[src/rtl/neuron_seq.sv]
// rtl/neuron_seq.sv - gather-buffer consumer: sequences sel, MACs (x,w) pairs, adds bias, saturates
// Optional feature macro: RELU_EN (clamps negative results to zero in DONE)
module neuron_seq #(
  parameter int DW   = 16,
  parameter int FRAC = 8,
  parameter int N_IN = 3
) (
  input  logic          clk,
  input  logic          reset,
  input  logic          ready,
  input  logic [DW-1:0] x,
  input  logic [DW-1:0] w,
  input  logic [DW-1:0] bias,
  output logic [1:0]    sel,
  output logic [DW-1:0] y,
  output logic          done,
  output logic          busy,
  output logic          err
);

  localparam int ACCW = 2*DW + 2;
  localparam logic [1:0] K_LAST = 2'(N_IN);

  typedef enum logic [1:0] {S_IDLE, S_ACC, S_BIAS, S_DONE} state_t;

  state_t                 state, state_nx;
  logic signed [ACCW-1:0] acc, acc_nx;
  logic [1:0]             k, k_nx;
  logic                   pending, pending_nx;
  logic                   err_nx;
  logic [DW-1:0]          y_nx;

  logic signed [2*DW-1:0] xs, ws, prod, prod_sh;
  logic signed [ACCW-1:0] prod_ext, bias_ext, sum_acc, sum_bias;
  logic [DW-1:0]          sat_v, y_new;

  function automatic logic [DW-1:0] sat(input logic signed [ACCW-1:0] a);
    // In range exactly when every bit above the result's sign bit matches it
    if ((&a[ACCW-1:DW-1]) || !(|a[ACCW-1:DW-1]))
      return a[DW-1:0];
    else if (a[ACCW-1])
      return {1'b1, {(DW-1){1'b0}}};
    else
      return {1'b0, {(DW-1){1'b1}}};
  endfunction

  always_comb begin
    xs       = {{DW{x[DW-1]}}, x};
    ws       = {{DW{w[DW-1]}}, w};
    prod     = xs * ws;
    prod_sh  = prod >>> FRAC;
    prod_ext = {{2{prod_sh[2*DW-1]}}, prod_sh};
    bias_ext = {{(ACCW-DW){bias[DW-1]}}, bias};
    sum_acc  = acc + prod_ext;
    sum_bias = acc + bias_ext;
    sat_v    = sat(sum_bias);
`ifdef RELU_EN
    y_new    = sat_v[DW-1] ? '0 : sat_v;
`else
    y_new    = sat_v;
`endif
  end

  always_comb begin
    state_nx   = state;
    acc_nx     = acc;
    k_nx       = k;
    pending_nx = pending;
    err_nx     = err;
    y_nx       = y;
    sel        = 2'd0;
    done       = 1'b0;
    busy       = (state != S_IDLE);
    case (state)
      S_IDLE: begin
        if (ready) begin
          acc_nx   = '0;
          k_nx     = 2'd1;
          state_nx = S_ACC;
        end
      end
      S_ACC: begin
        sel    = k;
        acc_nx = sum_acc;
        if (k == K_LAST) state_nx = S_BIAS;
        else             k_nx     = k + 2'd1;
        if (ready) begin
          if (pending) err_nx = 1'b1;
          pending_nx = 1'b1;
        end
      end
      S_BIAS: begin
        acc_nx   = sum_bias;
        y_nx     = y_new;
        state_nx = S_DONE;
        if (ready) begin
          if (pending) err_nx = 1'b1;
          pending_nx = 1'b1;
        end
      end
      S_DONE: begin
        done = 1'b1;
        // A fresh ready coinciding with a held one is a single request
        if (pending || ready) begin
          pending_nx = 1'b0;
          acc_nx     = '0;
          k_nx       = 2'd1;
          state_nx   = S_ACC;
        end else begin
          state_nx = S_IDLE;
        end
      end
      default: state_nx = S_IDLE;
    endcase
  end

  always_ff @(posedge clk) begin
    if (reset) begin
      state   <= S_IDLE;
      acc     <= '0;
      k       <= 2'd0;
      pending <= 1'b0;
      err     <= 1'b0;
      y       <= '0;
    end else begin
      state   <= state_nx;
      acc     <= acc_nx;
      k       <= k_nx;
      pending <= pending_nx;
      err     <= err_nx;
      y       <= y_nx;
    end
  end

endmodule

[config.mk]
export PLATFORM = sky130hd
export DESIGN_NAME = neuron_seq
export DESIGN_NICKNAME = d
export VERILOG_FILES = /design/src/rtl/neuron_seq.sv
export SDC_FILE = /design/constraint.sdc
export NUM_CORES = 1
export LEC_CHECK = 0
export CAP_MARGIN = 40
export CELL_PAD_IN_SITES_DETAIL_PLACEMENT = 0
export CELL_PAD_IN_SITES_GLOBAL_PLACEMENT = 2
export CORE_MARGIN = 2
export CORE_UTILIZATION = 40
export DETAILED_ROUTE_END_ITERATION = 6
export GPL_ROUTABILITY_DRIVEN = 0
export GPL_TIMING_DRIVEN = 0
export MAX_ROUTING_LAYER = met4
export PLACE_DENSITY = 0.95
export SYNTH_ARGS = -nofsm -noshare
export SYNTH_HDL_FRONTEND = slang
export SYNTH_SLANG_ARGS = --single-unit
[constraint.sdc]
create_clock -name clk -period 13.6 [get_ports clk]
set_clock_uncertainty 0.15 [all_clocks]
set_input_delay 2.72 -clock clk [delete_from_list [all_inputs] [get_ports clk]]
set_output_delay 2.72 -clock clk [all_outputs]
set_load 0.005 [all_outputs]
==> Flow_metrics.wiki, run 1 <==
{| class="wikitable"
! Metric !! Value
|-
| Outcome || complete, no violations
|-
| Antenna violations before repair || 1
|-
| Most heavily used metal layer in global routing || met2
|-
| Sequential cell area fraction in the yosys report || 7.26%
|-
| Setup repair after global routing missed its margin || false
|-
| Required time at the worst-slack endpoint || 13.61 ns
|-
| Std-Cell Rows || 71
|-
| Number of nets at the end of the flow || 2,370
|-
| H-tree level count || 2
|-
| Maximum number of pins on one net before global-route repair || 20
|-
| Post-detailed-route wirelength per cell || 17.7 um
|-
| CP max-delay cell || clkdlybuf4s50_1
|-
| # resized after CTS || 0
|-
| Class of the most critical hold timing path || flip-flop to flip-flop
|-
| Number of setup violations in the final report || 0
|-
| Wire length of the first global-routing pass || 69,300 um
|-
| Most frequent cells in the layout || inv_1 (308), fa_1 (263), nand2_1 (199)
|-
| Met1 track utilization from global routing || 28.8%
|-
| Sum of overflow across all layers after global routing || 0
|-
| Top post-synthesis cells by area || fa_1 (34%), ha_1 (12%), inv_1 (7.5%), dfxtp_1 (7.3%), and2_1 (5.3%)
|-
| Max frequency || 0.0804 GHz
|-
| CTS root buf || clkbuf_16
|-
| Final count of hold timing violations || 0
|-
| Syn Inst Count || 1,825
|-
| Clock transition time at the flip-flop clock pins of the worst setup and hold paths || 0.08 ns
|-
| Cell taking the most area after synthesis || fa_1
|-
| Worst Path Class, Setup || input pin to flip-flop
|-
| Met2 Track Usage GR || 36.7%
|-
| CTS Hold Bufs || 0
|-
| Fin. max-slew vios || 0
|-
| Vert. Die Dim || 201 um
|-
| Part of the cycle the worst path needs || 91.4%
|-
| Number of iterations in the first detailed-routing pass || 6
|-
| Cell type with the highest occurrence count on the critical path || fa_1
|-
| Async S/R FF share, synth || 0%
|-
| Fraction of final layout cells sized beyond drive strength 1 || 1.52%
|-
| ANT cells || 0
|-
| Clock latency of the later-clocked register in the worst-skew pair || 0.30 ns
|-
| Most instantiated flip-flop cell in the synthesis netlist || dfxtp_1
|-
| Post-DP HPWL || 36,900 um
|-
| IO buf count || 71
|-
| Number of CTS-inserted buffers || 5
|-
| Initial core utilization || 40.8%
|-
| Critical path fanouts, max || 10
|-
| Total GRT Usage || 22.1%
|-
| Via/cell ratio || 5.39
|-
| Total clock sinks || 56
|-
| # Post-CTS Setup Buffers || 0
|-
| Worst-margin pin slew || 0.892 ns
|-
| Die footprint || 40,200 um^2
|-
| Slowest Stage Delay on Critical Path || 0.68 ns
|-
| TritonCTS clock tree || done
|-
| Startpoint kind of the worst setup timing path || input pin
|-
| Max clock buf depth || 2
|-
| Synth-to-Final Area Change || 9.87%
|-
| Worst relative slew slack || 40.3%
|-
| # DRC || 0
|-
| GR Layer Usage met3 || 2.08%
|-
| DRT iter0 DRCs || 843
|-
| Synth Area per Inst || 8.47 um^2
|-
| # Max-Cap Violations || 0
|-
| WL final || 42,800 um
|-
| Data arrival time at the worst-slack endpoint || 12.44 ns
|-
| Synth Register Bits || 56
|-
| Final setup TNS || 0 ns
|-
| Die width || 201 um
|-
| Placeable core region || 37,800 um^2
|-
| Most common cell after layout, fill and taps aside || inv_1
|-
| Antenna Nets Post-Route || 0
|-
| Post-layout minimum cycle time || 12.43 ns
|-
| Synthesis Warnings || 0
|-
| Routed via count || 13,000
|-
| Syn nets || 2,291
|-
| Number of flops mapped to enable cells by yosys || 0
|-
| Synth unique cells || 69
|-
| Cell area after synthesis || 15,400 um^2
|-
| Portion of synthesized cell area occupied by the leading cell type || 34.1%
|-
| Number of top-level design ports || 72
|-
| Kind of end point of the critical path || flip-flop
|-
| Number of global-route vias before repair || 13,200
|}
[flip-flops by register name (all words and copies together), names as in the netlist]
register and count:
acc 34, err 1, y 16, k 2, state 2, pending 1
[logic make-up after synthesis]
group                    synth area share [%]
AND/OR/NAND/NOR                          17.3
adder cells (fa/ha/maj)                  46.4
buffers and inverters                    9.16
AO/OA/AOI/OAI                            15.0
XOR/XNOR                                 4.45
flip-flops                               7.26
multiplexers                            0.421
[final cells by class]
class,instances,area (um^2)
clock inverter,2,38.8
inverter,309,1160
multi-input combinational,1394,12900
tap,511,639
clock buffer,6,129
sequential,56,1120
buffer,66,255
fill,3837,20900
timing repair buffer,72,718
[path summary, 6_finish.rpt]
| path | from | end | slack [ns] | cells after the start |
|---|---|---|---|---|
| worst max-delay path | x[7] | acc[30] | 1.17 | 37 |
| worst min-delay path | y[14] | y[14] | 0.33 | 2 |
| worst max register to register | acc[0] | y[7] | 8.91 | 14 |
| worst min register to register | y[14] | y[14] | 0.33 | 2 |
[critical path, delay by kind of cell]
kind,cells,cell delay (ns)
compound gates,14,3.00
xor+xnor,2,0.36
fa+ha+maj,8,3.55
buf+inv,8,1.68
simple gates,5,1.11
[per-layer routing]
layer | vias to the layer above | share of wire, % | wire, um
met3 | 78 | 4.8 | 2070
met5 | - | 0 | 0
met4 | 0 | 2.9 | 1230
met1 | 6512 | 43 | 18400
met2 | 326 | 49 | 21000
li1 | 6105 | - | -
[cells in the mapped netlist, types with 4 or more instances]
cell,instances
clkbuf_1,61
o21bai_1,7
o31ai_1,11
fa_1,263
mux2i_1,5
ha_1,152
and4_1,5
a21o_1,33
nand4_1,16
o31ai_2,10
a211oi_1,14
and2_1,132
a32oi_1,6
inv_1,308
o211ai_1,12
o21ai_0,38
nor2b_1,7
nor2_1,95
a31oi_1,11
nand3_1,26
a41oi_1,4
o21ai_1,13
o211a_1,4
nand2_1,199
dfxtp_1,56
nor3_1,29
nand2b_1,9
xnor2_1,44
buf_1,4
or3_1,8
o22ai_1,5
o21a_1,17
xor2_1,30
and3_1,9
nor4_1,4
a21boi_1,4
a22oi_1,17
a21oi_1,113
[per-stage QoR]
| stage | instance area, um^2 | hold slack (ns) | instances | setup WS [ns] | util (%) |
|---|---|---|---|---|---|
| 2_1_floorplan | 15400 | 0.308 | 1825 | 2.92 | - |
| 3_3_place_gp | 16800 | 0.311 | 2407 | 0.718 | 44.4 |
| 3_5_place_dp | 16800 | 0.317 | 2408 | 0.980 | 44.4 |
| 4_1_cts | 17000 | 0.335 | 2416 | 1.25 | 44.9 |
| 5_1_grt | 17000 | 0.362 | 2416 | 0.482 | 44.9 |
| 6_report | 17000 | 0.333 | 2416 | 1.17 | 44.9 |
Power of run 1 is not shown: default switching activity piles up to over one toggle a cycle in this logic, so the estimate is an artifact.
==> run 2, diff against run 1 <==
--- a/config.mk
+++ b/config.mk
@@ -18,3 +18,4 @@
 export SYNTH_ARGS = -nofsm -noshare
 export SYNTH_HDL_FRONTEND = slang
 export SYNTH_SLANG_ARGS = --single-unit
+export TNS_END_PERCENT = 50
==> results of run 2 <==
No change in the layout: final DEF, timing and power equal those of run 1.
Power of run 2 is left out for the same reason.
